===== src/rtl/la_pkg.sv =====
// Shared defaults and state encoding for the logic-analyser capture sequencer.
package la_pkg;

    localparam int LA_ADDR_W = 18;
    localparam int LA_DATA_W = 8;
    localparam int LA_DEPTH  = 2 ** LA_ADDR_W;

    typedef enum logic [1:0] {
        ST_IDLE = 2'd0,
        ST_RUN  = 2'd1,
        ST_DONE = 2'd2
    } la_state_e;

endpackage


===== src/rtl/la_delay_line.sv =====
// Single-bit shift register of LEN stages; tracks valid through the BRAM read latency.
module la_delay_line #(
    parameter int LEN = 1
) (
    input  logic clk,
    input  logic resetn,
    input  logic d,
    output logic q
);

    logic [LEN-1:0] sr_q;
    logic [LEN-1:0] sr_d;

    if (LEN == 1) begin : g_one
        always_comb sr_d = d;
    end else begin : g_many
        always_comb sr_d = {sr_q[LEN-2:0], d};
    end

    always_ff @(posedge clk or negedge resetn) begin
        if (!resetn) begin
            sr_q <= '0;
        end else begin
            sr_q <= sr_d;
        end
    end

    assign q = sr_q[LEN-1];

endmodule


===== src/rtl/la_capture_sequencer.sv =====
// Capture run sequencer: run start/stop, sample counting, and write-priority
// sharing of the single BRAM port between capture engine and host readout.
module la_capture_sequencer
    import la_pkg::*;
#(
    parameter int ADDR_W = LA_ADDR_W,
    parameter int DATA_W = LA_DATA_W,
    parameter int RD_LAT = 1
) (
    input  logic              clk,
    input  logic              resetn,
    input  logic              ctrl_start,
    input  logic              ctrl_abort,
    input  logic [ADDR_W:0]   cfg_max_samples,
    output logic              cap_run,
    input  logic              cap_we,
    input  logic [ADDR_W-1:0] cap_addr,
    input  logic [DATA_W-1:0] cap_din,
    input  logic              host_rd_req,
    input  logic [ADDR_W-1:0] host_rd_addr,
    output logic              host_rd_ack,
    output logic              host_rd_valid,
    output logic [DATA_W-1:0] host_rd_data,
    output logic              bram_en,
    output logic              bram_we,
    output logic [ADDR_W-1:0] bram_addr,
    output logic [DATA_W-1:0] bram_din,
    input  logic [DATA_W-1:0] bram_dout,
    output logic              status_busy,
    output logic              status_done,
    output logic              status_aborted,
    output logic              status_stray,
    output logic [ADDR_W:0]   sample_count
);

    localparam logic [ADDR_W:0] DEPTH = {1'b1, {ADDR_W{1'b0}}};

    la_state_e         state_q, state_d;
    logic [ADDR_W:0]   count_q, count_d;
    logic [ADDR_W:0]   limit_q, limit_d;
    logic              done_q, done_d;
    logic              aborted_q, aborted_d;
    logic              stray_q, stray_d;
    logic              bram_en_q, bram_en_d;
    logic              bram_we_q, bram_we_d;
    logic [ADDR_W-1:0] bram_addr_q, bram_addr_d;
    logic [DATA_W-1:0] bram_din_q, bram_din_d;
    logic              rd_ack_q, rd_ack_d;
    logic              rd_valid_q, rd_valid_d;
    logic [DATA_W-1:0] rd_data_q, rd_data_d;
    logic              run;
    logic              wr_grant;
    logic              rd_grant;
    logic              rd_return;

    // rd_return marks the cycle bram_dout carries data for an acked read
    la_delay_line #(.LEN(RD_LAT)) u_rd_pipe (
        .clk    (clk),
        .resetn (resetn),
        .d      (rd_ack_q),
        .q      (rd_return)
    );

    always_comb begin
        state_d   = state_q;
        count_d   = count_q;
        limit_d   = limit_q;
        done_d    = done_q;
        aborted_d = aborted_q;
        stray_d   = stray_q;

        run      = (state_q == ST_RUN);
        wr_grant = cap_we && run;
        rd_grant = host_rd_req && !wr_grant && !rd_ack_q;

        case (state_q)
            ST_RUN: begin
                if (wr_grant && count_q != DEPTH) begin
                    count_d = count_q + (ADDR_W + 1)'(1);
                end
                if (ctrl_abort) begin
                    state_d   = ST_DONE;
                    aborted_d = 1'b1;
                end else if (wr_grant && count_d == limit_q) begin
                    state_d = ST_DONE;
                    done_d  = 1'b1;
                end
            end
            default: begin
                if (ctrl_start) begin
                    state_d   = ST_RUN;
                    count_d   = '0;
                    done_d    = 1'b0;
                    aborted_d = 1'b0;
                    stray_d   = 1'b0;
                    if (cfg_max_samples == '0 || cfg_max_samples > DEPTH) begin
                        limit_d = DEPTH;
                    end else begin
                        limit_d = cfg_max_samples;
                    end
                end
            end
        endcase

        if (cap_we && !run) begin
            stray_d = 1'b1;
        end

        bram_en_d   = wr_grant || rd_grant;
        bram_we_d   = wr_grant;
        bram_addr_d = bram_addr_q;
        bram_din_d  = bram_din_q;
        if (wr_grant) begin
            bram_addr_d = cap_addr;
            bram_din_d  = cap_din;
        end else if (rd_grant) begin
            bram_addr_d = host_rd_addr;
        end
        rd_ack_d = rd_grant;

        rd_valid_d = rd_return;
        rd_data_d  = rd_data_q;
        if (rd_return) begin
            rd_data_d = bram_dout;
        end
    end

    always_ff @(posedge clk or negedge resetn) begin
        if (!resetn) begin
            state_q     <= ST_IDLE;
            count_q     <= '0;
            limit_q     <= '0;
            done_q      <= 1'b0;
            aborted_q   <= 1'b0;
            stray_q     <= 1'b0;
            bram_en_q   <= 1'b0;
            bram_we_q   <= 1'b0;
            bram_addr_q <= '0;
            bram_din_q  <= '0;
            rd_ack_q    <= 1'b0;
            rd_valid_q  <= 1'b0;
            rd_data_q   <= '0;
        end else begin
            state_q     <= state_d;
            count_q     <= count_d;
            limit_q     <= limit_d;
            done_q      <= done_d;
            aborted_q   <= aborted_d;
            stray_q     <= stray_d;
            bram_en_q   <= bram_en_d;
            bram_we_q   <= bram_we_d;
            bram_addr_q <= bram_addr_d;
            bram_din_q  <= bram_din_d;
            rd_ack_q    <= rd_ack_d;
            rd_valid_q  <= rd_valid_d;
            rd_data_q   <= rd_data_d;
        end
    end

    assign cap_run        = (state_q == ST_RUN);
    assign status_busy    = (state_q == ST_RUN);
    assign status_done    = done_q;
    assign status_aborted = aborted_q;
    assign status_stray   = stray_q;
    assign sample_count   = count_q;
    assign bram_en        = bram_en_q;
    assign bram_we        = bram_we_q;
    assign bram_addr      = bram_addr_q;
    assign bram_din       = bram_din_q;
    assign host_rd_ack    = rd_ack_q;
    assign host_rd_valid  = rd_valid_q;
    assign host_rd_data   = rd_data_q;

endmodule


===== config.mk =====
export PLATFORM = sky130hd
export DESIGN_NAME = la_capture_sequencer
export DESIGN_NICKNAME = d
export VERILOG_FILES = /design/src/rtl/la_pkg.sv /design/src/rtl/la_delay_line.sv /design/src/rtl/la_capture_sequencer.sv
export SDC_FILE = /design/constraint.sdc
export NUM_CORES = 1
export LEC_CHECK = 0
export CORE_MARGIN = 4
export CORE_UTILIZATION = 45
export CTS_CLUSTER_DIAMETER = 60
export DETAILED_ROUTE_END_ITERATION = 12
export PLACE_DENSITY_LB_ADDON = 0.3
export SETUP_SLACK_MARGIN = 0.4
export SYNTH_ARGS = -nofsm -noshare
export SYNTH_HDL_FRONTEND = slang
export SYNTH_SLANG_ARGS = --single-unit

===== constraint.sdc =====
create_clock -name clk -period 2.5 [get_ports clk]
set_clock_uncertainty 0.15 [all_clocks]
set_input_delay 0.5 -clock clk [delete_from_list [all_inputs] [get_ports clk]]
set_output_delay 0.5 -clock clk [all_outputs]
set_load 0.03 [all_outputs]

==> impl_results.md <==
- Avg Cell Area, Syn: 9.47 µm²
- Max Buffers Root-to-Sink: 2
- Post-DP HPWL: 9900 µm
- Worst setup SP type: register
- Final setup violation count: 0
- Skew-Pair Late Insertion Delay: 350 ps
- Most common cell after layout, fill and taps aside: nand2_1
- #FFs+latches synth: 82
- P_int: 0.00370 W
- Pleak: 3.06 nW
- Sequential power share: 0.332
- MaxCap Viol Count: 0
- Fin. Hold Viols: 0
- Via count: 4201
- CTS tree: built
- Worst EP required: 2610 ps
- PwrDens: 991 nW/µm²
- Antenna-violating nets left: 0
- Ys flop type: dfrtp_1
- Vias in the first global route: 4190
- Tmin final: 2410 ps
- First-pass GRT wire length: 21600 µm
- 1st-pass router iterations: 4
- Core area: 9240 µm²
- Root Buffer: clkbuf_8
- Syn Inst Count: 450
- Gr usage total: 0.243
- Endpoint type of the worst setup path: register
- Hold crit path type: input pin to asynchronous set/reset pin
- Most area-consuming cells after synthesis: dfrtp_1 48%, nand2_1 8.0%, xnor2_1 3.7%, a22o_1 3.5%, o21ai_0 2.8%
- # H-tree levels: 3
- Residual DRC: 0
- Antenna violations before repair: 0
- VDD IR max: 520 µV
- Full die area: 11100 µm²
- DP Worst Slack: -364 ps
- Slew HR: 0.517
- Net Sw Frac: 0.434
- Nets@finish: 724
- Worst reg2reg path startpoint: sample_count[1]$_DFFE_PN0P_
- CP Launch Point: sample_count[1]$_DFFE_PN0P_
- Worst R2R End: status_done$_DFFE_PN0P_
- Max FO, Critical Path: 3
- Share of power burned in combinational logic: 0.532
- Net switching power: 0.00283 W
- Detailed Route WL: 13300 µm
- Post-synthesis net count: 529
- Iter 0 DRT Violations: 359
- CP endpoint: status_done$_DFFE_PN0P_
- Share of the synthesized area in the top cell type: 0.482
- # diodes: 0
- Die Y: 105 µm
- Layout cell share with drive strength beyond 1: 0.217
- Final Max Slew Viols: 0
- Vias per cell: 5.39
- Largest net degree at the start of global routing: 58
- Std-Cell Rows: 35
- GRT overflow: 0
- Clock share of power: 0.136
- Worst Setup Slack, final: 87.1 ps
- Hold Slack: 28.1 ps
- Area Growth Syn to Fin: 54.7%
- FMAX: 414 MHz
- Num Clock Sinks: 82
- Cts hold-fix bufs: 0
- RSZ-0062 raised after global routing: yes
- Gpl congestion: 0.943
- Worst-Margin Slew: 725 ps
- IO Port Bufs: 138
- Io pins: 139
- Status: completed
- Post-synth EDFFs: 0
- Avg WL per Cell: 17.1 µm
- Die X: 105 µm
- Mapped cell area: 4260 µm²
- Ys Warns: 0
- Crit path kind: register to register
- # fillers: 737
- Reg2Reg Setup Slack: 90 ps
- Most frequent cells in the layout: 91 x nand2_1, 86 x clkdlybuf4s50_1, 75 x dfrtp_1
- Post-route cell area: 6590 µm²
- Async set or reset register ratio after synthesis: 1.00
- CTS Buf Count: 9
- Starting Density: 0.461
- Register area share after synthesis: 0.482
- Placed cell area: 6140 µm²
- Multi-input logic area: 2190 µm²
- FF+latch area: 2060 µm²
- Crit share post-route: 0.965
- Leading area contributor after synthesis: dfrtp_1
- FF-to-FF path depth: 8
- Clk pin slew, worst setup/hold paths: 100 ps
- Critical path arrival: 2530 ps
- Unique masters post-synth: 58
power groups by stage:
stage                     sequential [W]  clock, W  combinational, W
after floorplan                  0.00273         0           0.00139
after global placement           0.00217         0           0.00323
after detailed placement         0.00220         0           0.00329
after CTS                        0.00216  0.000906           0.00344
after global routing             0.00223  0.000961           0.00373
final                            0.00217  0.000886           0.00348
metal layers:
metal	vias up	wire, µm	share of wire	global-route usage
met5	-	0	0	0
met4	0	275	0.021	0.0787
met3	27	818	0.061	0.0453
met2	153	6650	0.50	0.404
met1	2019	5600	0.42	0.319
li1	2002	-	-	-
area by class of cell:
class / instances / share of cell area
sequential: 82 / 0.313
multi-input combinational: 329 / 0.333
clock inverter: 6 / 0.00740
inverter: 9 / 0.00513
tap: 129 / 0.0245
clock buffer: 10 / 0.0194
timing repair buffer: 214 / 0.298
worst max-delay path, stage by stage (launching register included):
cell and delay [ps]:
dfrtp_2 440, buf_4 150, inv_1 70, ha_1 270
inv_1 100, a211oi_1 60, o32a_1 350, or4b_4 500
o31ai_2 240
worst min path at each step:
stage	start	end	cells after the start
3_3_place_gp	host_rd_ack$_DFF_PN0_	u_rd_pipe.q$_DFF_PN0_	0
3_5_place_dp	host_rd_ack$_DFF_PN0_	u_rd_pipe.q$_DFF_PN0_	0
6_report	resetn	bram_en$_DFF_PN0_	1
2_1_floorplan	resetn	bram_addr[0]$_DFFE_PN0P_	0
4_1_cts	resetn	bram_addr[9]$_DFFE_PN0P_	1
5_1_grt	resetn	bram_addr[11]$_DFFE_PN0P_	1
cell usage after synthesis (5+ instances only):
library cell / count
nand2b_1: 5
inv_1: 9
nor4_1: 11
xor2_1: 10
a21oi_1: 7
o21ai_0: 24
xnor2_1: 18
mux2_2: 8
nor2_1: 28
a31oi_1: 19
buf_2: 8
and3_1: 7
a22o_1: 17
nand4_1: 7
clkbuf_1: 14
nand2_1: 91
dfrtp_1: 82
nand3_1: 13
stage by stage:
stage,total power [W],TNS [ps],util,std cells
after floorplan,0.00412,-19.8,-,450
after global placement,0.00540,-4740,0.665,746
after detailed placement,0.00550,-6220,0.665,746
after CTS,0.00651,0,0.704,776
after global routing,0.00692,-7.81,0.713,779
final,0.00653,0,0.713,779
what timing repair did:
item | in CTS | in global routing
gates cloned | 1 | 0
buffers inserted | 13 | 3
endpoints found under the setup margin | 41 | 32
resized for setup | 75 | 24
pin swaps | 18 | 13
kinds of logic (layout without fill, tap and decap cells):
family	Yosys count	count (layout)	synth area share
AND/OR/NAND/NOR	192	192	0.232
AO/OA/AOI/OAI	95	95	0.152
flip-flops	82	82	0.482
buffers and inverters	39	239	0.0405
XOR/XNOR	28	28	0.0576
multiplexers	12	12	0.0305
adder cells (fa/ha/maj)	2	2	0.00587
registers in the layout, summed over array words and instances (netlist names), 2 cells and up:
register      flops
state_q           2
host_rd_data      8
limit_q          19
bram_din          8
bram_addr        18
sample_count     19
Power figures use the tool's default switching activity.
